`src/rtl/uart_rx_fifo.sv`:
```
// Receive-side FIFO between a UART receiver and its consumer: first-word-fall-through, sticky overflow.
// Optional dropped-word counter (drop_cnt) is built when UART_RX_FIFO_DROP_CNT_EN is defined.
module uart_rx_fifo #(
    parameter int unsigned BIT_WIDTH = 8,
    parameter int unsigned DEPTH     = 16
) (
    input  logic                     clk,
    input  logic                     rst,
    input  logic                     in_valid,
    input  logic [BIT_WIDTH-1:0]     in_data,
    input  logic                     in_err,
    output logic                     out_valid,
    input  logic                     out_ready,
    output logic [BIT_WIDTH-1:0]     out_data,
    output logic                     out_err,
    output logic [$clog2(DEPTH):0]   count,
    output logic                     full,
    output logic                     empty,
    output logic                     overflow,
    input  logic                     clr_overflow
`ifdef UART_RX_FIFO_DROP_CNT_EN
    ,
    output logic [15:0]              drop_cnt
`endif
);

    localparam int unsigned PTR_W   = $clog2(DEPTH);
    localparam int unsigned CNT_W   = PTR_W + 1;
    localparam int unsigned ENTRY_W = BIT_WIDTH + 1;

    logic [ENTRY_W-1:0] mem_q [DEPTH];
    logic [PTR_W-1:0]   wptr_q, wptr_d;
    logic [PTR_W-1:0]   rptr_q, rptr_d;
    logic [CNT_W-1:0]   count_q, count_d;
    logic               full_q, full_d;
    logic               empty_q, empty_d;
    logic               valid_q, valid_d;
    logic               overflow_q, overflow_d;
    logic               push, pop, drop;
    logic [ENTRY_W-1:0] head;

    // Handshake qualification; a pop frees a slot so a full FIFO can still accept.
    always_comb begin
        pop  = valid_q && out_ready;
        push = in_valid && (!full_q || pop);
        drop = in_valid && full_q && !pop;
    end

    // Next-state for pointers, occupancy and flags.
    always_comb begin
        wptr_d     = wptr_q;
        rptr_d     = rptr_q;
        count_d    = count_q;
        overflow_d = overflow_q;
        if (push) begin
            wptr_d = (wptr_q == PTR_W'(DEPTH - 1)) ? '0 : wptr_q + PTR_W'(1);
        end
        if (pop) begin
            rptr_d = (rptr_q == PTR_W'(DEPTH - 1)) ? '0 : rptr_q + PTR_W'(1);
        end
        count_d = count_q + CNT_W'(push) - CNT_W'(pop);
        full_d  = (count_d == CNT_W'(DEPTH));
        empty_d = (count_d == '0);
        valid_d = !empty_d;
        // A drop in the same cycle as a clear wins so no loss goes unreported.
        if (drop) begin
            overflow_d = 1'b1;
        end else if (clr_overflow) begin
            overflow_d = 1'b0;
        end
    end

    always_ff @(posedge clk or negedge rst) begin
        if (!rst) begin
            wptr_q     <= '0;
            rptr_q     <= '0;
            count_q    <= '0;
            full_q     <= 1'b0;
            empty_q    <= 1'b1;
            valid_q    <= 1'b0;
            overflow_q <= 1'b0;
        end else begin
            wptr_q     <= wptr_d;
            rptr_q     <= rptr_d;
            count_q    <= count_d;
            full_q     <= full_d;
            empty_q    <= empty_d;
            valid_q    <= valid_d;
            overflow_q <= overflow_d;
        end
    end

    // Storage carries no reset; contents are only observed while out_valid is high.
    always_ff @(posedge clk) begin
        if (push) begin
            mem_q[wptr_q] <= {in_err, in_data};
        end
    end

`ifdef UART_RX_FIFO_DROP_CNT_EN
    logic [15:0] drop_cnt_q, drop_cnt_d;

    always_comb begin
        drop_cnt_d = drop_cnt_q;
        if (clr_overflow) begin
            drop_cnt_d = drop ? 16'd1 : 16'd0;
        end else if (drop && (drop_cnt_q != 16'hFFFF)) begin
            drop_cnt_d = drop_cnt_q + 16'd1;
        end
    end

    always_ff @(posedge clk or negedge rst) begin
        if (!rst) begin
            drop_cnt_q <= '0;
        end else begin
            drop_cnt_q <= drop_cnt_d;
        end
    end

    assign drop_cnt = drop_cnt_q;
`else
    // Without the counter, overflow alone reports dropped words.
`endif

    assign head      = mem_q[rptr_q];
    assign out_data  = head[BIT_WIDTH-1:0];
    assign out_err   = head[ENTRY_W-1];
    assign out_valid = valid_q;
    assign count     = count_q;
    assign full      = full_q;
    assign empty     = empty_q;
    assign overflow  = overflow_q;

endmodule
```
`config.mk`:
```
export PLATFORM = sky130hd
export DESIGN_NAME = uart_rx_fifo
export DESIGN_NICKNAME = d
export VERILOG_FILES = /design/src/rtl/uart_rx_fifo.sv
export SDC_FILE = /design/constraint.sdc
export NUM_CORES = 1
export LEC_CHECK = 0
export ABC_AREA = 0
export BUFFER_PORTS_ARGS = -buffer_cell sky130_fd_sc_hd__buf_2
export CAP_MARGIN = 20
export CORE_MARGIN = 2
export CORE_UTILIZATION = 50
export DETAILED_ROUTE_END_ITERATION = 8
export GPL_ROUTABILITY_DRIVEN = 1
export MAX_ROUTING_LAYER = met4
export PLACE_DENSITY = 0.67
export SYNTH_ARGS = -nofsm -noshare
export SYNTH_HDL_FRONTEND = slang
export SYNTH_SLANG_ARGS = --single-unit
export TNS_END_PERCENT = 100
```
`constraint.sdc`:
```
create_clock -name clk -period 4.5 [get_ports clk]
set_input_delay 0.675 -clock clk [delete_from_list [all_inputs] [get_ports clk]]
set_output_delay 0.675 -clock clk [all_outputs]
set_load 0.1 [all_outputs]
```
==> flow_summary.json, run 1 <==
{
  "status": "finished, final reports clean",
  "fin_nets": 419,
  "numCtsBuffers": 17,
  "reg2reg_depth": 13,
  "grt_pass1_wl_microns": 19700,
  "yosysSeqAreaShare_pct": 72.9,
  "cts_resized": 0,
  "cts.sinks": 161,
  "rows": 41,
  "syn_to_final_growth_pct": 13.3,
  "antenna_left": 0,
  "final.min_clock_period_ns": 3.46,
  "clk_pin_slew_ns": 0.06,
  "dpl.cell_count": 545,
  "chipHeight_microns": 118,
  "die_x_microns": 118,
  "netlist_area_sq_um": 6520,
  "skew_ns": 0.00295,
  "final_util_pct": 58.3,
  "hpwl_microns": 7990,
  "synth-async-reset-ratio_pct": 10.6,
  "vias": 3295,
  "final_layout_size_suffix_gt1_share_pct": 22.1,
  "final_max_slew_viol_count": 0,
  "fin_cells": 579,
  "drt_wl_total_microns": 12400,
  "drc": 0,
  "ios": 32,
  "rsz0062_at_grt": "no",
  "seq_area_sq_um": 4750,
  "diodes": 0,
  "cts_root_buffer": "clkbuf_16",
  "synth_ff_type": "edfxtp_1",
  "multiInputGateArea_sq_um": 1600,
  "yosysUniqueCellTypes": 41,
  "fmaxAchievable_ghz": 0.289,
  "cp_max_fo": 22,
  "cts_buffer_depth": 2,
  "cp.arrival_ns": 2.78,
  "antenna_found_initial": 0,
  "grt_overflow": 0,
  "hold_viol": 0,
  "syn_avg_cell_area_sq_um": 18.6,
  "clock_latency_ns": 0.42,
  "synth_fp_nets": 376,
  "ys_ff_latch": 161,
  "initial_utilization_pct": 51.5,
  "core_area_sq_um": 12700,
  "synth_edf_count": 144,
  "drt-initial-drc-count": 339,
  "endpoint_kind": "output port",
  "grt_pass1_vias": 3379,
  "timing.final.crit_share_pct": 76.8,
  "setup_viol": 0,
  "worst-setup-path-type": "register to output port",
  "start_kind": "register",
  "cap_violations": 0,
  "worst_pin_slew_ns": 1.09,
  "die_area_sq_um": 14000,
  "maxSlewHeadroom_pct": 26.8,
  "nFillCells": 959,
  "cts_setup_buffers": 0,
  "grt_use_total_pct": 20.1,
  "routabilityCongestion": 0.766,
  "required_ns": 3.83,
  "dr.pass1.iters": 5,
  "io_buffer_count": 31,
  "yosys_warnings": 0,
  "finalSetupTns_ns": 0,
  "drt-vias-per-instance": 5.69,
  "h-tree-depth": 4,
  "cts_tree": "done",
  "cts_hold_buf": 0,
  "worstHoldPathType": "input port to asynchronous set/reset pin",
  "grt_max_degree": 27,
  "synthCells": 351,
  "wl_per_cell_microns": 21.4
}
==> worst max-delay path, stage by stage (launching register included) <==
cell	delay, ns
dfrtp_1	0.77
nor2_1	0.78
a32oi_1	0.12
o21ai_1	0.21
buf_2	0.48
==> layout make-up <==
| class | instances | share of cell area (%) |
|---|---|---|
| clock buffer | 23 | 6.06 |
| clock inverter | 9 | 0.898 |
| inverter | 16 | 0.813 |
| multi-input combinational | 157 | 21.6 |
| sequential | 161 | 64.3 |
| tap | 172 | 2.91 |
| timing repair buffer | 41 | 3.34 |
==> metrics by stage <==
stage	hold WS, ns	instance area, sq um	setup WS (ns)
detailed placement	0.526	6850	1.34
global placement	0.513	6850	1.45
global route	0.195	7390	0.841
floorplan	0.379	6520	1.13
finish	0.178	7390	1.04
CTS	0.176	7370	1.01
==> state kept, by name, summed over array words and instances (netlist names) <==
signal     count
rptr_q         4
wptr_q         4
count          5
out_valid      1
full           1
overflow       1
mem_q        144
empty          1
==> logic make-up (layout without fill, tap and decap cells) <==
logic type                 count (synthesis)  count (layout)  share of synthesized area [%]
AOI/OAI and AO/OA                         44              44                           4.68
xor gates and xnor gates                   5               5                          0.672
adders and majority gates                 11              11                           2.23
buffers and inverters                     33              89                           2.65
DFF                                      161             161                           72.9
muxes                                     54              54                           13.9
and+or+nand+nor                           43              43                           3.05
==> cell usage after synthesis (all sizes together), types with 2 or more instances <==
cell type	n	area, sq um
o21ai	14	70.1
xor2	2	17.5
nand2	11	41.3
mux4	27	634
nand3	4	20.0
a21oi	3	15.0
dfrtp	16	400
edfxtp	144	4320
nor2	14	52.6
clkbuf	7	26.3
xnor2	3	26.3
buf	10	86.3
a32oi	9	78.8
nor3	5	25.0
mux2i	27	270
ha	10	125
nand2b	2	12.5
a21o	3	23.8
a22oi	9	67.6
inv	16	60.1
==> per-layer routing <==
layer / up-vias / GRT usage [%] / part of all wire [%]
met5: - / - / 0
met4: 0 / 7.23 / 1.4
met3: 16 / 4.54 / 5.8
met2: 103 / 30.4 / 49
met1: 1683 / 27.0 / 44
li1: 1493 / - / -
==> path summary, 6_finish.rpt <==
| path | endpoint | slack, ns | start |
|---|---|---|---|
| hold reg to reg | overflow$_DFFE_PN0P_ | 0.52 | overflow$_DFFE_PN0P_ |
| min in group clk | overflow$_DFFE_PN0P_ | 0.44 | clr_overflow |
| max in group asynchronous | empty$_DFF_PN1_ | 4.01 | rst |
| hold / removal | overflow$_DFFE_PN0P_ | 0.18 | rst |
| setup reg to reg | full$_DFF_PN0_ | 1.77 | out_valid$_DFF_PN0_ |
| setup / recovery | out_data[1] | 1.04 | rptr_q[3]$_DFFE_PN0P_ |
==> layout by cell type (no fill, tap or decap), types with 2 or more instances in the layout <==
| cell type | instances |
|---|---|
| xnor2_1 | 3 |
| nor3_1 | 5 |
| a32oi_1 | 9 |
| clkbuf_16 | 17 |
| o21ai_0 | 5 |
| ha_1 | 10 |
| xor2_1 | 2 |
| nand2_1 | 11 |
| dfrtp_1 | 14 |
| a22oi_1 | 9 |
| inv_1 | 16 |
| clkbuf_1 | 6 |
| a21o_1 | 2 |
| a21oi_1 | 3 |
| buf_2 | 31 |
| mux4_2 | 20 |
| buf_4 | 8 |
| clkinv_1 | 3 |
| mux2i_1 | 27 |
| nor2_1 | 14 |
| nand2b_1 | 2 |
| dfrtp_2 | 2 |
| edfxtp_1 | 144 |
| o21ai_1 | 9 |
| nand3_1 | 4 |
| clkinv_2 | 5 |
| mux4_1 | 7 |
Power of run 1 is left out: the tool's default activity adds up to more than one toggle a clock period on the data nets, which glitch-free logic cannot reach.
==> run 2: changes to the inputs <==
==> constraint.sdc (replaced) <==
create_clock -name clk -period 3.25 [get_ports clk]
set_input_delay 0.4875 -clock clk [delete_from_list [all_inputs] [get_ports clk]]
set_output_delay 0.4875 -clock clk [all_outputs]
set_load 0.1 [all_outputs]
==> run 2 against run 1 <==
- routed wire length grew 4.8%
- largest cell class unchanged
- sequential share of layout area shrank 2.4 points
- flip-flop and latch count is the same
- register-to-register slack lost 1.1 ns
- first-iteration DRC count shrank 2.7%
- critical endpoint is now out_data[6]
==> flow_summary.json, run 2 (synthesized netlist as in run 1, its figures left out) <==
{
  "status": "finished, final reports clean",
  "wl_per_cell_microns": 22.0,
  "clock_latency_ns": 0.43,
  "io_buffer_count": 31,
  "die_area_sq_um": 14000,
  "maxSlewHeadroom_pct": 40.5,
  "core_area_sq_um": 12700,
  "required_ns": 2.76,
  "cts.sinks": 161,
  "fin_ws_ns": 0.300,
  "antenna_found_initial": 0,
  "grt_use_total_pct": 20.6,
  "vias": 3380,
  "final_layout_size_suffix_gt1_share_pct": 26.2,
  "start_kind": "register",
  "h-tree-depth": 4,
  "worst_pin_slew_ns": 0.889,
  "clk_pin_slew_ns": 0.06,
  "routabilityCongestion": 0.756,
  "nFillCells": 928,
  "holdWs_ns": 0.260,
  "fin_nets": 432,
  "finalSetupTns_ns": 0,
  "setup_viol": 0,
  "endpoint_kind": "output port",
  "drt-vias-per-instance": 5.71,
  "chipHeight_microns": 118,
  "ios": 32,
  "cts_root_buffer": "clkbuf_16",
  "layout.cells.most_common": "edfxtp_1",
  "timing.final.crit_share_pct": 90.8,
  "rows": 41,
  "cts_setup_buffers": 0,
  "syn_to_final_growth_pct": 17.7,
  "grt_pass1_wl_microns": 20400,
  "largest_register": "mem_q",
  "dr.pass1.iters": 4,
  "die_x_microns": 118,
  "hpwl_microns": 8460,
  "cp_max_fo": 10,
  "drt-initial-drc-count": 330,
  "cp.arrival_ns": 2.46,
  "final.min_clock_period_ns": 2.95,
  "initial_utilization_pct": 51.5,
  "fmaxAchievable_ghz": 0.339,
  "rsz0062_at_grt": "no",
  "diodes": 0,
  "worstHoldPathType": "input port to register",
  "worstHoldPathCells": 2,
  "grt_overflow": 0,
  "cts_resized": 0,
  "numCtsBuffers": 17,
  "drc": 0,
  "pre_cts_slack_ns": 0.411,
  "worst-setup-path-type": "register to output port",
  "reg2reg_depth": 12,
  "largest_register_ffs": 144,
  "cts_buffer_depth": 2,
  "cap_violations": 0,
  "hold_viol": 0,
  "cts_tree": "done",
  "skew_ns": 0.0108,
  "grt_pass1_vias": 3497,
  "dpl.cell_count": 559,
  "drt_wl_total_microns": 13000,
  "grt_max_degree": 45,
  "antenna_left": 0,
  "mostFrequentLayoutCells": "144 x edfxtp_1, 31 x buf_2, 27 x mux2i_1, 20 x mux4_2, 20 x buf_4",
  "fin_cells": 592,
  "final_max_slew_viol_count": 0
}
run 2: final timing paths:
| kind | to | slack, ns | startpoint |
|---|---|---|---|
| worst max register to register | full$_DFF_PN0_ | 0.65 | out_valid$_DFF_PN0_ |
| worst min-delay path | overflow$_DFFE_PN0P_ | 0.26 | clr_overflow |
| min in group asynchronous | overflow$_DFFE_PN0P_ | 0.51 | rst |
| worst min register to register | overflow$_DFFE_PN0P_ | 0.54 | overflow$_DFFE_PN0P_ |
| worst max-delay path | out_data[6] | 0.30 | rptr_q[0]$_DFFE_PN0P_ |
| max in group asynchronous | empty$_DFF_PN1_ | 2.42 | rst |
run 2: what timing repair did:
item | 4_1_cts | 5_1_grt
endpoints found under the setup margin | 0 | 0
hold buffers | 1 | 0
endpoints found under the hold margin | 16 | 0
run 2: layer usage:
metal | GRT usage [%] | part of all wire (%) | vias to the layer above
li1 | - | - | 1521
met1 | 28.4 | 44 | 1741
met2 | 30.9 | 49 | 107
met3 | 4.54 | 5.2 | 11
met4 | 7.23 | 0.99 | 0
met5 | - | 0 | -
run 2: metrics by stage:
step                util, %  area, sq um
finish                 60.6         7670
global route           60.6         7670
CTS                    60.6         7670
detailed placement     55.0         6970
global placement       55.0         6970
floorplan                 -         6520
run 2: critical path: stages (launching register included):
cell and delay (ns):
dfrtp_2 0.55, buf_4 0.29, mux4_2 0.53, a32oi_1 0.21, o21ai_1 0.13, buf_2 0.33
run 2: layout make-up:
class | count | area (sq um) | share of cell area [%]
Clock buffer | 18 | 429 | 5.59
Clock inverter | 14 | 262 | 3.41
Inverter | 16 | 60.1 | 0.783
Multi-Input combinational cell | 157 | 1600 | 20.8
Sequential cell | 161 | 4750 | 62.0
Tap cell | 172 | 215 | 2.80
Timing Repair Buffer | 54 | 355 | 4.63
Power of run 2 is left out for the same reason.
